`src/rtl/regfile_wb_arbiter.sv`:
```
// Round-robin arbiter sharing the single regfile write port among N_REQ writeback
// requesters (ALU pipe, load unit, mul/div, ...).
//
// Ports:
//   clk        posedge clock
//   reset      synchronous, active-low
//   hold       1 = grant nothing this cycle
//   req_valid  per-requester write pending
//   req_addr   per-requester destination register
//   req_data   per-requester write data
//   req_ready  combinational grant; transfer when req_valid[i] && req_ready[i]
//   W_addr     registered regfile write address
//   W_data     registered regfile write data
//   wr_enable  registered regfile write enable (low for writes to $0)
//   grant_id   registered index of the requester accepted last cycle
//   busy       something is pending but nobody was granted this cycle
module regfile_wb_arbiter #(
  parameter int unsigned width = 32,
  parameter int unsigned N_REQ = 3,
  parameter int unsigned PTR_W = 3
) (
  input  logic                        clk,
  input  logic                        reset,
  input  logic                        hold,
  input  logic [N_REQ-1:0]            req_valid,
  input  logic [N_REQ-1:0][4:0]       req_addr,
  input  logic [N_REQ-1:0][width-1:0] req_data,
  output logic [N_REQ-1:0]            req_ready,
  output logic [4:0]                  W_addr,
  output logic [width-1:0]            W_data,
  output logic                        wr_enable,
  output logic [PTR_W-1:0]            grant_id,
  output logic                        busy
);

  logic [PTR_W-1:0] rr_ptr_q;
  logic             grant_valid;
  logic [PTR_W-1:0] grant_idx;
  logic [4:0]       sel_addr;
  logic [width-1:0] sel_data;

  // Two passes: the first only looks at indices >= rr_ptr, the second takes the lowest
  // valid index overall, which covers the wrapped-around part of the scan.
  always_comb begin
    req_ready   = '0;
    grant_valid = 1'b0;
    grant_idx   = '0;
    sel_addr    = '0;
    sel_data    = '0;
    if (reset && !hold) begin
      for (int unsigned pass = 0; pass < 2; pass++) begin
        for (int unsigned i = 0; i < N_REQ; i++) begin
          if (!grant_valid && req_valid[i] && ((pass != 0) || (PTR_W'(i) >= rr_ptr_q))) begin
            grant_valid  = 1'b1;
            grant_idx    = PTR_W'(i);
            sel_addr     = req_addr[i];
            sel_data     = req_data[i];
            req_ready[i] = 1'b1;
          end
        end
      end
    end
  end

  assign busy = (|req_valid) & ~(|req_ready);

  always_ff @(posedge clk) begin
    if (!reset) begin
      rr_ptr_q  <= '0;
      W_addr    <= '0;
      W_data    <= '0;
      wr_enable <= 1'b0;
      grant_id  <= '0;
    end else begin
      wr_enable <= 1'b0;
      if (grant_valid) begin
        W_addr    <= sel_addr;
        W_data    <= sel_data;
        grant_id  <= grant_idx;
        // $0 writes are accepted but never reach the regfile
        wr_enable <= (sel_addr != 5'd0);
        // Served requester drops to lowest priority; wrap keeps rr_ptr below N_REQ
        rr_ptr_q  <= (grant_idx == PTR_W'(N_REQ - 1)) ? '0 : grant_idx + PTR_W'(1);
      end
    end
  end

endmodule

```
`config.mk`:
```
export PLATFORM = sky130hd
export DESIGN_NAME = regfile_wb_arbiter
export DESIGN_NICKNAME = d
export VERILOG_FILES = /design/src/rtl/regfile_wb_arbiter.sv
export SDC_FILE = /design/constraint.sdc
export NUM_CORES = 1
export LEC_CHECK = 0
export ABC_AREA = 1
export CAP_MARGIN = 0
export CORE_MARGIN = 1.5
export CORE_UTILIZATION = 60
export DETAILED_ROUTE_END_ITERATION = 7
export DONT_BUFFER_PORTS = 1
export PLACE_DENSITY = 0.73
export SLEW_MARGIN = 20
export SYNTH_ARGS = -nofsm -noshare
export SYNTH_HDL_FRONTEND = slang
export SYNTH_SLANG_ARGS = --single-unit
```
`constraint.sdc`:
```
create_clock -name clk -period 3.5 [get_ports clk]
set_input_delay 0.525 -clock clk [delete_from_list [all_inputs] [get_ports clk]]
set_output_delay 0.525 -clock clk [all_outputs]
set_load 0.01 [all_outputs]
```
# [Word-level counts from Yosys, hierarchy flattened]
# Index checks and enable logic that the tools add are counted.
[totals] latchBits=0 mem_count=0 ram_bits=0 input_bits=117 wordCells=70 register_bits=44 romBits=0
[op_classes] n_eq_ne=1 n_shift=0 n_addsub=1 order_cmp=3 mul=0 div_mod_pow=0 reduce_logical=19 mux=39 n_bitwise=2
[ops] operator="$mux 32" n=7
[ops] operator="$mux 5" n=7
[ops] operator="$mux 3" n=7
[ops] operator="$mux 1" n=18
[ops] operator="$logic_and 1x1->1" n=9
[ops] operator="$ge 1x3->1 const A" n=2
[ops] operator="$logic_not 1->1" n=6
[ops] operator="$reduce_or 3->1" n=2
[ops] operator="$reduce_bool 5->1" n=1
[ops] operator="$add 3x1->3 const B" n=1
[ops] operator="$eq 3x2->1 const B" n=1
[ops] operator="$ge 2x3->1 const A" n=1
[ops] operator="$reduce_and 2->1" n=1
[ops] operator="$and 1x1->1" n=1
[ops] operator="$not 1->1" n=1

# [Longest topological paths before layout]
# Gate-level depths: netlist of run 1.
[depth] word_depth=29 depth_mapped=14

# [Worst setup path before layout of run 1]
# No wires, ideal clock.
[synth_path] kind="in2out" from="input req_valid[0]" to="output req_ready[2]" cell_stages=8 setup_slack_ns=1.676 n_path_buf=1 arrival_time_ns=1.299 cell_sequence="inv_2 nor2_4 nand2_4 nand3_4 nor2_4 inv_2 buf_6 a21oi_1"
[synth_via] elab_chain_len=25 elab_cells_between_ends=26
[synth_lines] element="from (decl)" line="25" text="input logic [N_REQ-1:0] req_valid,"
[synth_lines] element="$logic_and 1x1->1" line="53" text="if (!grant_valid && req_valid[i] && ((pass != 0) || (PTR_W'(i) >= rr_ptr_q))) begin"
[synth_lines] element="$mux 1" line="53"
[synth_lines] element="$mux 1" line="50" text="if (reset && !hold) begin"
[synth_lines] element="$logic_not 1->1" line="53"
[synth_lines] element="$logic_and 1x1->1 (2 in a row)" line="53"
[synth_lines] element="$mux 1" line="53"
[synth_lines] element="$mux 1" line="50"
[synth_lines] element="$logic_not 1->1" line="53"
[synth_lines] element="(+8 left out)"
[synth_lines] element="$logic_not 1->1" line="53"
[synth_lines] element="$logic_and 1x1->1" line="53"
[synth_lines] element="$mux 1" line="53"
[synth_lines] element="$mux 1" line="50"
[synth_lines] element="$logic_not 1->1" line="53"
[synth_lines] element="$logic_and 1x1->1" line="53"
[synth_lines] element="$mux 1 *" line="53"
[synth_lines] element="$mux 3 *" line="50"
[synth_lines] element="to (decl)" line="28" text="output logic [N_REQ-1:0] req_ready,"
# Every way passes the cells marked *; elsewhere a longest branch is shown, timed or not. The select of a mux whose other input is x is not followed.

# [Worst setup path in the final report of run 1]
[layout_path] from="register rr_ptr_q[0]" to="output req_ready[1]"
[layout_via] elab_chain_len=22 elab_cells_between_ends=25
[layout_lines] element="from (decl)" line="36" text="logic [PTR_W-1:0] rr_ptr_q;"
[layout_lines] element="from (signal assigned)" line="83" text="rr_ptr_q <= (grant_idx == PTR_W'(N_REQ - 1)) ? '0 : grant_idx + PTR_W'(1);"
[layout_lines] element="$ge 1x3->1"
[layout_lines] element="$logic_and 1x1->1" line="53"
[layout_lines] element="$mux 1" line="53"
[layout_lines] element="$mux 1" line="50"
[layout_lines] element="$logic_not 1->1" line="53"
[layout_lines] element="$logic_and 1x1->1 (2 in a row)" line="53"
[layout_lines] element="$mux 1" line="53"
[layout_lines] element="$mux 1" line="50"
[layout_lines] element="(+5 left out)"
[layout_lines] element="$logic_not 1->1" line="53"
[layout_lines] element="$logic_and 1x1->1" line="53"
[layout_lines] element="$mux 1" line="53"
[layout_lines] element="$mux 1" line="50"
[layout_lines] element="$logic_not 1->1" line="53"
[layout_lines] element="$logic_and 1x1->1" line="53"
[layout_lines] element="$mux 1 *" line="53"
[layout_lines] element="$mux 3 *" line="50"
# Marks and branches as above.

==> results of run 1 <==
==> cell usage after synthesis, types with 6 or more instances <==
cell | instances | area share (%)
a21boi_1 | 17 | 3.9
clkbuf_1 | 8 | 0.92
inv_1 | 35 | 4.0
buf_2 | 6 | 0.92
nand3_1 | 28 | 4.3
nor2_1 | 83 | 9.5
buf_6 | 12 | 4.1
or2_0 | 6 | 1.1
a21oi_1 | 73 | 11
inv_2 | 6 | 0.69
or2_2 | 7 | 1.3
dfxtp_1 | 43 | 26
nand2_1 | 181 | 21
==> power by group <==
part,switching (mW),total [mW],internal [mW]
combinational,0.165,0.257,0.0915
sequential,0.0386,0.561,0.522
clock,0.172,0.458,0.285
==> critical path, cell delays in order (launching register included) <==
cell and delay (ps):
dfxtp_1 430, nor2_4 80, nand2_4 190, nand4_2 330, nand2_2 480, nand2_1 200
inv_1 150
==> cell type report <==
type | instances | share of cell area (%)
Clock buffer | 6 | 2.190
Clock inverter | 2 | 1.812
Inverter | 41 | 4.643
Multi-Input combinational cell | 435 | 61.61
Sequential cell | 43 | 25.97
Tap cell | 70 | 2.643
Timing Repair Buffer | 5 | 1.133
==> worst paths after layout <==
check	startpoint	endpoint	slack (ps)	depth (start not counted)
max	rr_ptr_q[0]	req_ready[1]	800	6
min	reset	grant_id[1]	370	2
max reg2reg	rr_ptr_q[0]	W_data[31]	1290	9
min reg2reg	W_addr[0]	W_addr[0]	510	2
==> flip-flops by register name, indices dropped and copies added, names as in the netlist <==
register / cells
wr_enable: 1
rr_ptr_q: 3
grant_id: 2
W_data: 32
W_addr: 5
==> per-layer routing <==
| layer | up-vias | GRT usage, % |
|---|---|---|
| met2 | 161 | 52.83 |
| met5 | - | 0 |
| met3 | 17 | 11.43 |
| li1 | 1696 | - |
| met1 | 1519 | 35.21 |
| met4 | 0 | 9.259 |
==> logic make-up after synthesis <==
family	after synthesis	synth area share, %
AO/OA/AOI/OAI	102	17.46
buffers and inverters	71	11.55
flip-flops	43	26.23
other	1	0.1143
AND/OR/NAND/NOR	332	44.64
==> through the flow <==
stage | hold WS, ps | cell area [sq um] | power (mW) | std cells | setup WS (ps)
finish | 366.0 | 3314 | 1.275 | 602 | 796.2
global route | 373.6 | 3314 | 1.342 | 602 | 644.1
CTS | 349.9 | 3314 | 1.289 | 602 | 823.2
detailed placement | 501.7 | 3182 | 0.8273 | 594 | 1016
global placement | 499.2 | 3182 | 0.8209 | 594 | 1107
floorplan | 488.4 | 3282 | 0.7912 | 549 | 1676
==> impl_metrics.json, run 1 <==
{
  "std_cell_rows": 26,
  "clk_latency_ps": 300,
  "io_pins": 162,
  "dp_hpwl_um": 6494,
  "p_leak_nw": 1.599,
  "async_reset_ff_share_pct": 0,
  "ys_seq_area_share_pct": 26.23,
  "syn_nets": 666,
  "dieWidth_um": 76.96,
  "overflow": 0,
  "gp_congestion": 0.9089,
  "final_common_cell": "nand2_1",
  "die-area_sq_um": 5923,
  "seqCellArea_sq_um": 860.8,
  "final_cell_mix": "181 x nand2_1, 83 x nor2_1, 73 x a21oi_1",
  "start_kind": "register",
  "met1_length_um": 3768,
  "final_nets": 648,
  "track_usage_pct": 30.71,
  "max_slew_margin_pct": 49.14,
  "synth-main-ff-cell": "dfxtp_1",
  "path_class": "register to output pin",
  "final-hold-violation-count": 0,
  "syn_to_final_growth_pct": 0.9913,
  "numPortBuffers": 0,
  "postCtsSetupBuffers": 0,
  "outcome": "finished, final reports clean",
  "grt_start_max_net_pins": 38,
  "worst_setup_path_end_kind": "output pin",
  "rsz0062_at_grt": "no",
  "drtIter0Drc": 213,
  "drive_above_1_share_pct": 9.398,
  "wl_per_cell_um": 15.22,
  "vias": 3393,
  "met3_length_um": 954,
  "initial_utilization_pct": 63.05,
  "root_buffer": "clkbuf_8",
  "numCtsBuffers": 5,
  "ys_warn_count": 0,
  "top_layer": "met4",
  "period_minus_slack_ps": 2704,
  "drtPass1Iterations": 5,
  "clock.fmax_mhz": 369.8,
  "postRouteAntennaNets": 0,
  "synth.avg_cell_area_sq_um": 5.978,
  "tightest_slew_ps": 761.0,
  "worstPathArrival_ps": 2180,
  "period_share_pct": 77.25,
  "critPathRequiredTime_ps": 2970,
  "synth-seq-cells": 43,
  "antenna_cells": 0,
  "clkTransAtPathRegs_ps": 80,
  "fill_cells": 535,
  "finClkSkew_ps": 3.211,
  "slew_violations": 0,
  "grt_pass1_wl_um": 14790,
  "syn_area_sq_um": 3282,
  "maxCapViolCount": 0,
  "cts_htree_levels": 2,
  "antenna_found_initial": 0,
  "worstPathMaxFanout": 23,
  "p_per_area_nw_per_um2": 384.8,
  "route.detailed.drc": 0,
  "hold_path_class": "primary input to register",
  "die_h_um": 76.96,
  "core_sq_um": 5205,
  "first_global_vias": 3235,
  "multiInputGateArea_sq_um": 2042,
  "cts_resized": 0,
  "via_per_inst": 5.636,
  "synth_cell_types": 30,
  "routed_wl_um": 9161,
  "hold_buffers": 0,
  "ir_drop_mv": 0.2083,
  "tns_ps": 0,
  "clock_path_buffers": 2,
  "synth-edff-count": 0,
  "setup_viol": 0,
  "clock_sinks": 43,
  "final_util_pct": 63.68,
  "cts_tree": "built",
  "syn_inst": 549,
  "wl_met2_um": 4299
}
No activity file was read; power rests on OpenSTA's default activity.
==> run 2, diff against run 1 <==
Settings changed: CORE_UTILIZATION 60 to 58.
Clock period 3.5 ns to 2.2 ns, I/O delays scaled along.
==> impl_metrics.json, run 2 (synthesis gave the netlist of run 1 again) <==
{
  "initial_utilization_pct": 59.97,
  "period_minus_slack_ps": 2000,
  "root_buffer": "clkbuf_8",
  "critPathLaunch": "rr_ptr_q[1]",
  "period_share_pct": 90.93,
  "reg2reg_to": "wr_enable",
  "tns_ps": 0,
  "worst_setup_path_end_kind": "output pin",
  "syn_to_final_growth_pct": 3.584,
  "hold_end": "W_data[28]",
  "dp_hpwl_um": 6627,
  "outcome": "finished, final reports clean",
  "cpMostUsedCell": "nor2_4",
  "worstPathCellList": "nor2_4, nand2_4, nand3_4, nor2_4, inv_4, a21oi_1, buf_4",
  "critPathRequiredTime_ps": 1870,
  "max_slew_margin_pct": 49.79,
  "multiInputGateArea_sq_um": 2042,
  "routed_wl_um": 9127,
  "maxCapViolCount": 0,
  "hold_buffers": 0,
  "cts_tree": "built",
  "overflow": 0,
  "cts_htree_levels": 2,
  "p_per_area_nw_per_um2": 604.3,
  "die-area_sq_um": 6118,
  "largestRegisters": "W_data (32), W_addr (5), rr_ptr_q (3)",
  "crit_buf_inv": 2,
  "use_met1_pct": 36.47,
  "clock_sinks": 43,
  "clock_path_buffers": 2,
  "r2r-start": "rr_ptr_q[0]",
  "via_per_inst": 5.476,
  "std_cell_rows": 27,
  "postCtsSetupBuffers": 0,
  "clkTransAtPathRegs_ps": 90,
  "tightest_slew_ps": 751.3,
  "cts_resized": 0,
  "slowest_stage": "dfxtp_1",
  "reg2reg_depth": 12,
  "gr-usage-met3_pct": 8.721,
  "postRouteAntennaNets": 0,
  "dieWidth_um": 78.22,
  "grt_start_max_net_pins": 38,
  "route.detailed.drc": 0,
  "gp_congestion": 0.8648,
  "final_nets": 657,
  "vias": 3357,
  "finalWorstSetupSlack_ps": 199.6,
  "r2r_slack_ps": 230,
  "io_pins": 162,
  "cp_top_family": "simple AND/OR/NAND/NOR gates",
  "grt_use_met2_pct": 52.26,
  "hold_path_class": "primary input to register",
  "ir_drop_mv": 0.4545,
  "cpPeakStageDelay_ps": 350,
  "final-hold-violation-count": 0,
  "final_cell_mix": "181 x nand2_1, 83 x nor2_1, 73 x a21oi_1",
  "rsz0062_at_grt": "no",
  "first_global_vias": 3154,
  "seqCellArea_sq_um": 860.8,
  "drive_above_1_share_pct": 10.91,
  "die_h_um": 78.22,
  "busiest_layer": "met2",
  "regMostFlops": "W_data",
  "path_class": "register to output pin",
  "numPortBuffers": 0,
  "finClkSkew_ps": 7.725,
  "antenna_cells": 0,
  "clock.fmax_mhz": 499.9,
  "largest_register_ffs": 32,
  "worstHoldStart": "reset",
  "antenna_found_initial": 0,
  "worstPathMaxFanout": 22,
  "p_leak_nw": 1.647,
  "core_sq_um": 5473,
  "clk_latency_ps": 300,
  "hold_depth": 2,
  "drtIter0Drc": 175,
  "track_usage_pct": 29.95,
  "slew_violations": 0,
  "final_common_cell": "nand2_1",
  "setup_viol": 0,
  "hold_slack_ps": 169.3,
  "start_kind": "register",
  "fill_cells": 573,
  "dp_slack_ps": 232.2,
  "numCtsBuffers": 5,
  "grt_pass1_wl_um": 14780,
  "worstPathArrival_ps": 1670,
  "wl_per_cell_um": 14.89,
  "drtPass1Iterations": 4
}
==> run 2: worst max-delay path by stage <==
stage | to | slack [ps] | depth (start not counted)
floorplan | req_ready[2] | 660 | 7
global placement | wr_enable | 320 | 12
detailed placement | wr_enable | 230 | 12
CTS | req_ready[2] | 40 | 7
global route | wr_enable | 40 | 12
finish | req_ready[2] | 200 | 7
==> run 2: power breakdown <==
part           leakage, nW  internal [mW]  switching [mW]
Sequential           0.352          0.831          0.0631
Clock               0.0654          0.454           0.281
Combinational         1.23          0.159           0.266
==> run 2: stage by stage <==
step	instance area, sq um	utilization (%)	power, mW	instances
5_1_grt	3400	62.12	2.159	613
4_1_cts	3397	62.07	2.062	613
3_3_place_gp	3264	59.65	1.323	605
2_1_floorplan	3282	-	1.259	549
3_5_place_dp	3264	59.65	1.335	605
6_report	3400	62.12	2.054	613
==> run 2: cell type report <==
class                      instances  share of cell area (%)
multi-input combinational        435                   60.07
sequential                        43                   25.32
inverter                          41                   4.601
timing repair buffer              14                   3.460
tap                               72                   2.650
clock buffer                       6                   2.135
clock inverter                     2                   1.767
==> run 2: metal layers <==
metal	share of wire (%)	vias up
met3	10	8
met2	48	132
met1	41	1501
met5	0	-
li1	-	1716
met4	0.67	0
==> run 2: worst reg2reg max path, cell delays in order, from the launching register on <==
cell     delay (ps)
dfxtp_1         420
nor2_4           80
nand2_4         190
nand2_2          90
nor2_4          580
nand2_1         130
nand2_1         100
nor2_1           40
nand2_1          60
nand2_1          70
nand2_1          70
inv_1            40
nand2_1          50
==> run 3, diff against run 2 <==
Settings changed: PLACE_DENSITY 0.73 to 0.76.
==> impl_metrics.json, run 3 (synthesis gave the netlist of run 1 again) <==
{
  "drive_above_1_share_pct": 10.58,
  "worstPathMaxFanout": 14,
  "period_minus_slack_ps": 2043,
  "met3_length_um": 996,
  "grt_pass1_wl_um": 13950,
  "final_nets": 655,
  "critPathRequiredTime_ps": 1870,
  "reg2reg_depth": 9,
  "outcome": "finished, final reports clean",
  "routed_wl_um": 8709,
  "worstPathArrival_ps": 1710,
  "tightest_slew_ps": 751.5,
  "first_global_vias": 2993,
  "core_sq_um": 5473,
  "postCtsSetupBuffers": 0,
  "numPortBuffers": 0,
  "clkPwrFrac_pct": 35.4,
  "tns_ps": 0,
  "fin_cells": 611,
  "p_per_area_nw_per_um2": 601.0,
  "maxCapViolCount": 0,
  "die_h_um": 78.22,
  "via_per_inst": 5.498,
  "cts_tree": "built",
  "clock_path_buffers": 2,
  "period_share_pct": 92.85,
  "p_sw_mw": 0.5917,
  "setup_viol": 0,
  "worst_setup_path_end_kind": "output pin",
  "r2r-start": "rr_ptr_q[1]",
  "io_pins": 162,
  "met1_length_um": 3534,
  "wl_met2_um": 4080,
  "final_cell_mix": "181 x nand2_1, 83 x nor2_1, 73 x a21oi_1",
  "hold_buffers": 0,
  "fin_total_pwr_mw": 2.032,
  "reg2reg_to": "W_data[21]",
  "wl_per_cell_um": 14.25,
  "intPower_mw": 1.440,
  "regMostFlops": "W_data",
  "dp_slack_ps": 250.4,
  "dieWidth_um": 78.22,
  "hold_path_class": "primary input to register",
  "rsz0062_at_grt": "no",
  "vias": 3359,
  "cts_resized": 0,
  "hold_end": "grant_id[1]",
  "dp_cells": 603,
  "initial_utilization_pct": 59.97,
  "gp_congestion": 0.8817,
  "clock.fmax_mhz": 489.5,
  "clock_sinks": 43,
  "drtIter0Drc": 169,
  "final_util_pct": 61.77,
  "ir_drop_mv": 0.3094,
  "path_class": "register to output pin",
  "start_kind": "register",
  "largestRegisters": "W_data (32), W_addr (5), rr_ptr_q (3)",
  "finClkSkew_ps": 5.202,
  "die-area_sq_um": 6118,
  "syn_to_final_growth_pct": 3.012,
  "max_slew_margin_pct": 49.78,
  "dp_hpwl_um": 6397,
  "std_cell_rows": 27,
  "worstHoldStart": "reset",
  "fill_cells": 557,
  "antenna_found_initial": 0,
  "slew_violations": 0,
  "seqPwrFrac_pct": 43.9,
  "antenna_cells": 0,
  "drtPass1Iterations": 5,
  "track_usage_pct": 28.00,
  "numCtsBuffers": 5,
  "p_leak_nw": 1.631,
  "clkTransAtPathRegs_ps": 80,
  "combPwrFrac_pct": 20.7,
  "final_common_cell": "nand2_1",
  "cts_htree_levels": 2,
  "overflow": 0,
  "clk_latency_ps": 290,
  "largest_register_ffs": 32,
  "route.detailed.drc": 0,
  "postRouteAntennaNets": 0,
  "hold_depth": 2,
  "grt_start_max_net_pins": 42,
  "finalWorstSetupSlack_ps": 157.2,
  "r2r_slack_ps": 230,
  "switching_share_pct": 29.12,
  "root_buffer": "clkbuf_8",
  "final-hold-violation-count": 0,
  "top_layer": "met4"
}
## run 3: cell count changes in the layout (fill, tap and decap cells not counted), sizes merged
| cell | previous run | this run |
|---|---|---|
| buf | 14 | 12 |
## run 3: final cells by class
class / instances / area, sq um / share of cell area, %
multi-input cells: 435 / 2051 / 60.66
repair buffers: 12 / 90.09 / 2.665
inverters: 41 / 156.4 / 4.626
clock inverters: 2 / 60.06 / 1.776
flip-flops and latches: 43 / 860.8 / 25.46
well taps: 72 / 90.09 / 2.665
clock buffers: 6 / 72.57 / 2.147
## run 3: worst max-delay path, stage by stage, from the launching register on
cell	delay, ps
dfxtp_1	400
nor2_4	100
nand2_4	210
nand4_2	280
nand2_2	190
nand2_1	120
inv_1	120
## run 3: power groups by stage
stage / Combinational, mW / Sequential, mW / Clock [mW]
floorplan: 0.361 / 0.898 / 0
global placement: 0.407 / 0.912 / 0
detailed placement: 0.417 / 0.912 / 0
CTS: 0.418 / 0.895 / 0.727
global route: 0.481 / 0.900 / 0.766
finish: 0.420 / 0.893 / 0.718
## run 3: how the worst max path moves through the flow
stage | from | endpoint | depth (start not counted)
3_5_place_dp | rr_ptr_q[1] | W_data[19] | 9
6_report | rr_ptr_q[1] | req_ready[1] | 6
5_1_grt | rr_ptr_q[1] | W_data[7] | 10
2_1_floorplan | rr_ptr_q[0] | req_ready[2] | 7
4_1_cts | rr_ptr_q[1] | req_ready[2] | 7
3_3_place_gp | rr_ptr_q[1] | wr_enable | 10
## run 3: layer usage
metal,global-route usage [%],vias to the layer above
met5,0,-
met4,5.893,0
met3,9.535,12
met2,48.35,145
met1,33.69,1495
li1,-,1707
## run 3: metrics by stage
stage	area, sq um	hold slack, ps
2_1_floorplan	3282	488.4
3_3_place_gp	3237	477.3
3_5_place_dp	3237	479.7
4_1_cts	3369	175.6
5_1_grt	3381	179.2
6_report	3381	185.1
